<file path="src/rtl/serial_pkg.sv">
// serial_pkg
//   Definitions shared by the bit-serial add/subtract datapaths. It holds the
//   default operand width and the control FSM state encoding.
package serial_pkg;

  // Default operand width. The serial adder uses the same value.
  localparam int SERIAL_WIDTH = 4;

  localparam logic [1:0] ST_IDLE  = 2'd0;
  localparam logic [1:0] ST_SHIFT = 2'd1;
  localparam logic [1:0] ST_DONE  = 2'd2;

  typedef enum logic [1:0] {
    S_IDLE  = ST_IDLE,
    S_SHIFT = ST_SHIFT,
    S_DONE  = ST_DONE
  } serial_state_e;

endpackage

</file>
<file path="src/rtl/dffborrow.sv">
// dffborrow
//   Single-bit flop with load enable and asynchronous clear. It holds the
//   borrow that is carried between the bit steps of the serial subtractor.
// Ports:
//   clk  - clock, rising edge
//   clr  - asynchronous clear, active high
//   load - when high, q takes d on the next clock edge
//   d    - next borrow value
//   q    - stored borrow
module dffborrow (
  input  logic clk,
  input  logic clr,
  input  logic load,
  input  logic d,
  output logic q
);

  always_ff @(posedge clk or posedge clr) begin
    if (clr)
      q <= 1'b0;
    else if (load)
      q <= d;
  end

endmodule

</file>
<file path="src/rtl/serial_subtractor.sv">
// serial_subtractor
//   Bit-serial two's-complement subtractor. It computes diff = a - b one bit
//   per clock, LSB first. Operands are captured in parallel on an accepted
//   start. A single borrow flop carries the borrow between bit steps.
//
//   state | meaning
//   IDLE  | waiting for start; diff/borrow_out hold the last result
//   SHIFT | one bit step per cycle, WIDTH steps in total
//   DONE  | one-cycle done pulse; result stable
//
// Ports:
//   clk        - clock, rising edge
//   clr        - asynchronous reset, active high
//   start      - operation request, sampled only in IDLE
//   a, b       - minuend and subtrahend, captured on the accepted start
//   diff       - result (a - b) mod 2^WIDTH
//   borrow_out - final borrow, 1 when a < b (unsigned)
//   busy       - high in SHIFT and DONE
//   done       - single-cycle completion pulse
module serial_subtractor
  import serial_pkg::*;
#(
  parameter int WIDTH = SERIAL_WIDTH
) (
  input  logic             clk,
  input  logic             clr,
  input  logic             start,
  input  logic [WIDTH-1:0] a,
  input  logic [WIDTH-1:0] b,
  output logic [WIDTH-1:0] diff,
  output logic             borrow_out,
  output logic             busy,
  output logic             done
);

  localparam int CW = $clog2(WIDTH);
  localparam logic [CW-1:0] LAST_STEP = CW'(WIDTH - 1);

  serial_state_e    state;
  logic [WIDTH-1:0] ra;
  logic [WIDTH-1:0] rb;
  logic [CW-1:0]    cnt;
  logic             bor;
  logic             bor_next;
  logic             dbit;
  logic             accept;
  logic             bor_load;
  logic             bor_d;

  assign accept   = (state == S_IDLE) && start;
  assign dbit     = ra[0] ^ rb[0] ^ bor;
  assign bor_next = (~ra[0] & rb[0]) | (~(ra[0] ^ rb[0]) & bor);

  // The borrow is cleared through its load path on capture. This avoids a
  // second, synchronous clear input on the flop.
  assign bor_load = accept || (state == S_SHIFT);
  assign bor_d    = accept ? 1'b0 : bor_next;

  dffborrow u_borrow (
    .clk  (clk),
    .clr  (clr),
    .load (bor_load),
    .d    (bor_d),
    .q    (bor)
  );

  // During SHIFT this output shows the running borrow. It becomes the final
  // borrow once the last bit step has completed.
  assign borrow_out = bor;

  always_ff @(posedge clk or posedge clr) begin
    if (clr) begin
      state <= S_IDLE;
      ra    <= '0;
      rb    <= '0;
      cnt   <= '0;
      diff  <= '0;
      busy  <= 1'b0;
      done  <= 1'b0;
    end else begin
      case (state)
        S_IDLE: begin
          done <= 1'b0;
          if (start) begin
            ra    <= a;
            rb    <= b;
            cnt   <= '0;
            diff  <= '0;
            busy  <= 1'b1;
            state <= S_SHIFT;
          end
        end
        S_SHIFT: begin
          ra   <= ra >> 1;
          rb   <= rb >> 1;
          diff <= {dbit, diff[WIDTH-1:1]};
          cnt  <= cnt + 1'b1;
          if (cnt == LAST_STEP) begin
            done  <= 1'b1;
            state <= S_DONE;
          end
        end
        S_DONE: begin
          done  <= 1'b0;
          busy  <= 1'b0;
          state <= S_IDLE;
        end
        default: begin
          done  <= 1'b0;
          busy  <= 1'b0;
          state <= S_IDLE;
        end
      endcase
    end
  end

endmodule

</file>
<file path="config.mk">
export PLATFORM = sky130hd
export DESIGN_NAME = serial_subtractor
export DESIGN_NICKNAME = d
export VERILOG_FILES = /design/src/rtl/serial_pkg.sv /design/src/rtl/dffborrow.sv /design/src/rtl/serial_subtractor.sv
export SDC_FILE = /design/constraint.sdc
export NUM_CORES = 1
export LEC_CHECK = 0
export CAP_MARGIN = 20
export CORE_MARGIN = 1.5
export CORE_UTILIZATION = 30
export CTS_CLUSTER_SIZE = 10
export DETAILED_ROUTE_END_ITERATION = 7
export GPL_TIMING_DRIVEN = 0
export SETUP_SLACK_MARGIN = 0.5
export SLEW_MARGIN = 40
export SYNTH_ARGS = -nofsm -noshare
export SYNTH_HDL_FRONTEND = slang
export SYNTH_SLANG_ARGS = --single-unit
</file>
<file path="constraint.sdc">
create_clock -name clk -period 1.5 [get_ports clk]
set_clock_uncertainty 0.1 [all_clocks]
set_input_delay 0.3 -clock clk [delete_from_list [all_inputs] [get_ports clk]]
set_output_delay 0.3 -clock clk [all_outputs]
set_load 0.005 [all_outputs]
</file>
==> metrics.txt <==
max-cap violations 0; drt total wl 2118 um; crit-path cells buf_6, fa_1, inv_1, a22o_1; Inst Count DP 136; final setup fails 0; post-route ant nets 0; Die Ht 59.56 um; vias in the first global route 746; FMAX 704.8 MHz; via/cell ratio 4.528; final count of pins violating max slew 0; final setup margin 81.22 ps; Most used DFF post-synth dfrtp_1; Synth top area share 49.54%; Final Cell Area 0.001526 mm^2; GR Layer Usage met3 4.585%; Comb power frac 59.6%; Post-route DRC 0; pre-CTS WS -156.8 ps; class of the most critical hold timing path input port to async pin; post-synthesis sequential area ratio 49.54%; placed cell areas 0.001262 mm^2; Setup TNS 0 ps; most common cell in the synthesized netlist dfrtp_1; CP Max Fanout 2; Static Leak 0.6982 nW; Finished Layout Cells 159; switching power 1.007 mW; Power Density 1888 mW/mm^2; DPL Wire Length 1311 um; clk_lat worst skew 300 ps; H-tree depth 1; status finished, final reports clean; Critical Path RT 1600 ps; crit end category flop; GRT met1 Usage 17.76%; synth warn 0; synthesized area per cell 12.80 um^2; drt first pass iters 4; #FFs+latches synth 19; Mapped Cells 75; CTS Buf Count 3; clock power share 9.1%; synth-to-layout area growth 59.06%; synthesized cell area 959.7 um^2; sequential power share 31.2%; die width 59.56 um; Post-Syn Nets 88; Port-buffer cells 17; period utilization 94.59%; met2 Use GR 23.08%; routed len/inst 13.32 um; I/O pin cnt 18; commonest cells in the netlist 19 x dfrtp_1, 10 x inv_1, 6 x a22o_1; Rel. slew slack 71.46%; cts hold-fix bufs 0; min Tclk post-route 1419 ps; GRT overflow 0; Critical-path top delay cell fa_1; Data arrival, critical path 1520 ps; Final Hold Viols 0; antenna cells 0; sw frac 34.95%; Hold Worst Slack 242.7 ps; clk slew on worst S/H paths 110 ps; share of cells above drive strength 1 55.65%; busiest metal layer after global routing met2; crit start category flop; Vias 720; DIE AREA 0.003547 mm^2; Post-synth ARST share 100.0%; starting density of the core 31.43%; overall routing resource usage 13.88%; # nets final 129; clock buffer depth 2; Iter 0 DRT Violations 4; Tightest Pin Transition 427.2 ps; root buffer cell clkbuf_4; initial antenna violation count 0; Final Power 2.881 mW; first-pass GRT wire length 3532 um; EDFF count, synth 0; pin count of the biggest net entering global routing 20; kind of critical path flop to flop; Synth area leaders dfrtp_1 50%, a22o_1 5.5%, nor4b_2 4.7%; Cell Int Power 1.874 mW; Core Area 0.003053 mm^2; Peak VDD IR 968.2 uV; area leader, netlist dfrtp_1; CTS Sinks 19; Layout Utilization 50.00%; gpl congestion 0.7481; Rows 20; Yosys cell types 28; CP max stage delay 470 ps; unrepaired setup endpoints after global routing true; CTS tree done
## cells in the final DEF (no fill, tap or decap), drive strengths merged, types with 2 or more instances in the layout
master         netlist  layout
buf                  6      31
clkdlybuf4s50        0       9
dlygate4sd2          0       2
nor3b                5       5
nand2b               2       2
clkbuf               0       4
dfrtp               19      19
a22o                 6       6
nor4b                6       6
a211oi               5       5
a21oi                2       2
inv                 10       9
## power groups by stage
stage	clock (mW)	combinational, mW	sequential (mW)
after floorplan	0	0.898	0.907
after global placement	0	1.20	0.928
after detailed placement	0	1.22	0.943
after CTS	0.272	1.70	0.896
after global routing	0.293	1.86	0.921
final	0.263	1.72	0.900
## routing by layer
layer | share of wire [%] | vias to the layer above
li1 | - | 348
met1 | 46 | 355
met2 | 50 | 15
met3 | 4.0 | 2
met4 | 0.24 | 0
met5 | 0 | -
## worst max-delay path, delay by kind of cell (launching register included)
kind,cells,cell delay (ps)
adders and majority gates,1,470
DFF,1,400
AOI/OAI and AO/OA,1,190
buffers and inverters,2,160
## sequential cells by signal, indices dropped and copies added, names as in the netlist
| register | flops |
|---|---|
| ra | 4 |
| diff | 4 |
| busy | 1 |
| done | 1 |
| state | 2 |
| rb | 4 |
| u_borrow.q | 1 |
| cnt | 2 |
## final cells by class
cell class	count	area, um^2
Multi-Input combinational cell	40	514.2
Timing Repair Buffer	36	341.6
Clock buffer	4	26.28
Tap cell	44	55.05
Buffer	6	71.32
Sequential cell	19	476.7
Fill cell	295	1526
Inverter	10	41.29
## worst paths after layout
check | from | end | slack [ps] | depth (start not counted)
worst max-delay path | u_borrow.q | diff[3] | 80 | 4
min in group clk | done | done | 410 | 1
worst min register to register | done | done | 410 | 1
worst min-delay path | clr | diff[0] | 240 | 2
max in group asynchronous | clr | state[0] | 780 | 2
worst max register to register | u_borrow.q | diff[3] | 80 | 4
## cells by family (layout without fill, tap and decap cells)
kind of cell / count (synthesis) / after routing / synth area share, %
flip-flops: 19 / 19 / 49.54
AND/OR/NAND/NOR: 19 / 19 / 18.64
AO/OA/AOI/OAI: 18 / 18 / 17.99
buffers and inverters: 16 / 56 / 9.257
adder cells (fa/ha/maj): 2 / 2 / 3.390
multiplexers: 1 / 1 / 1.173
## repair_timing
action | CTS | global route
gates resized for setup | 51 | 2
endpoints found under the setup margin | 45 | 26
cloned | 2 | 0
buffers inserted | 16 | 1
pin swaps | 10 | 2
No activity file was read; power rests on OpenSTA's default activity.
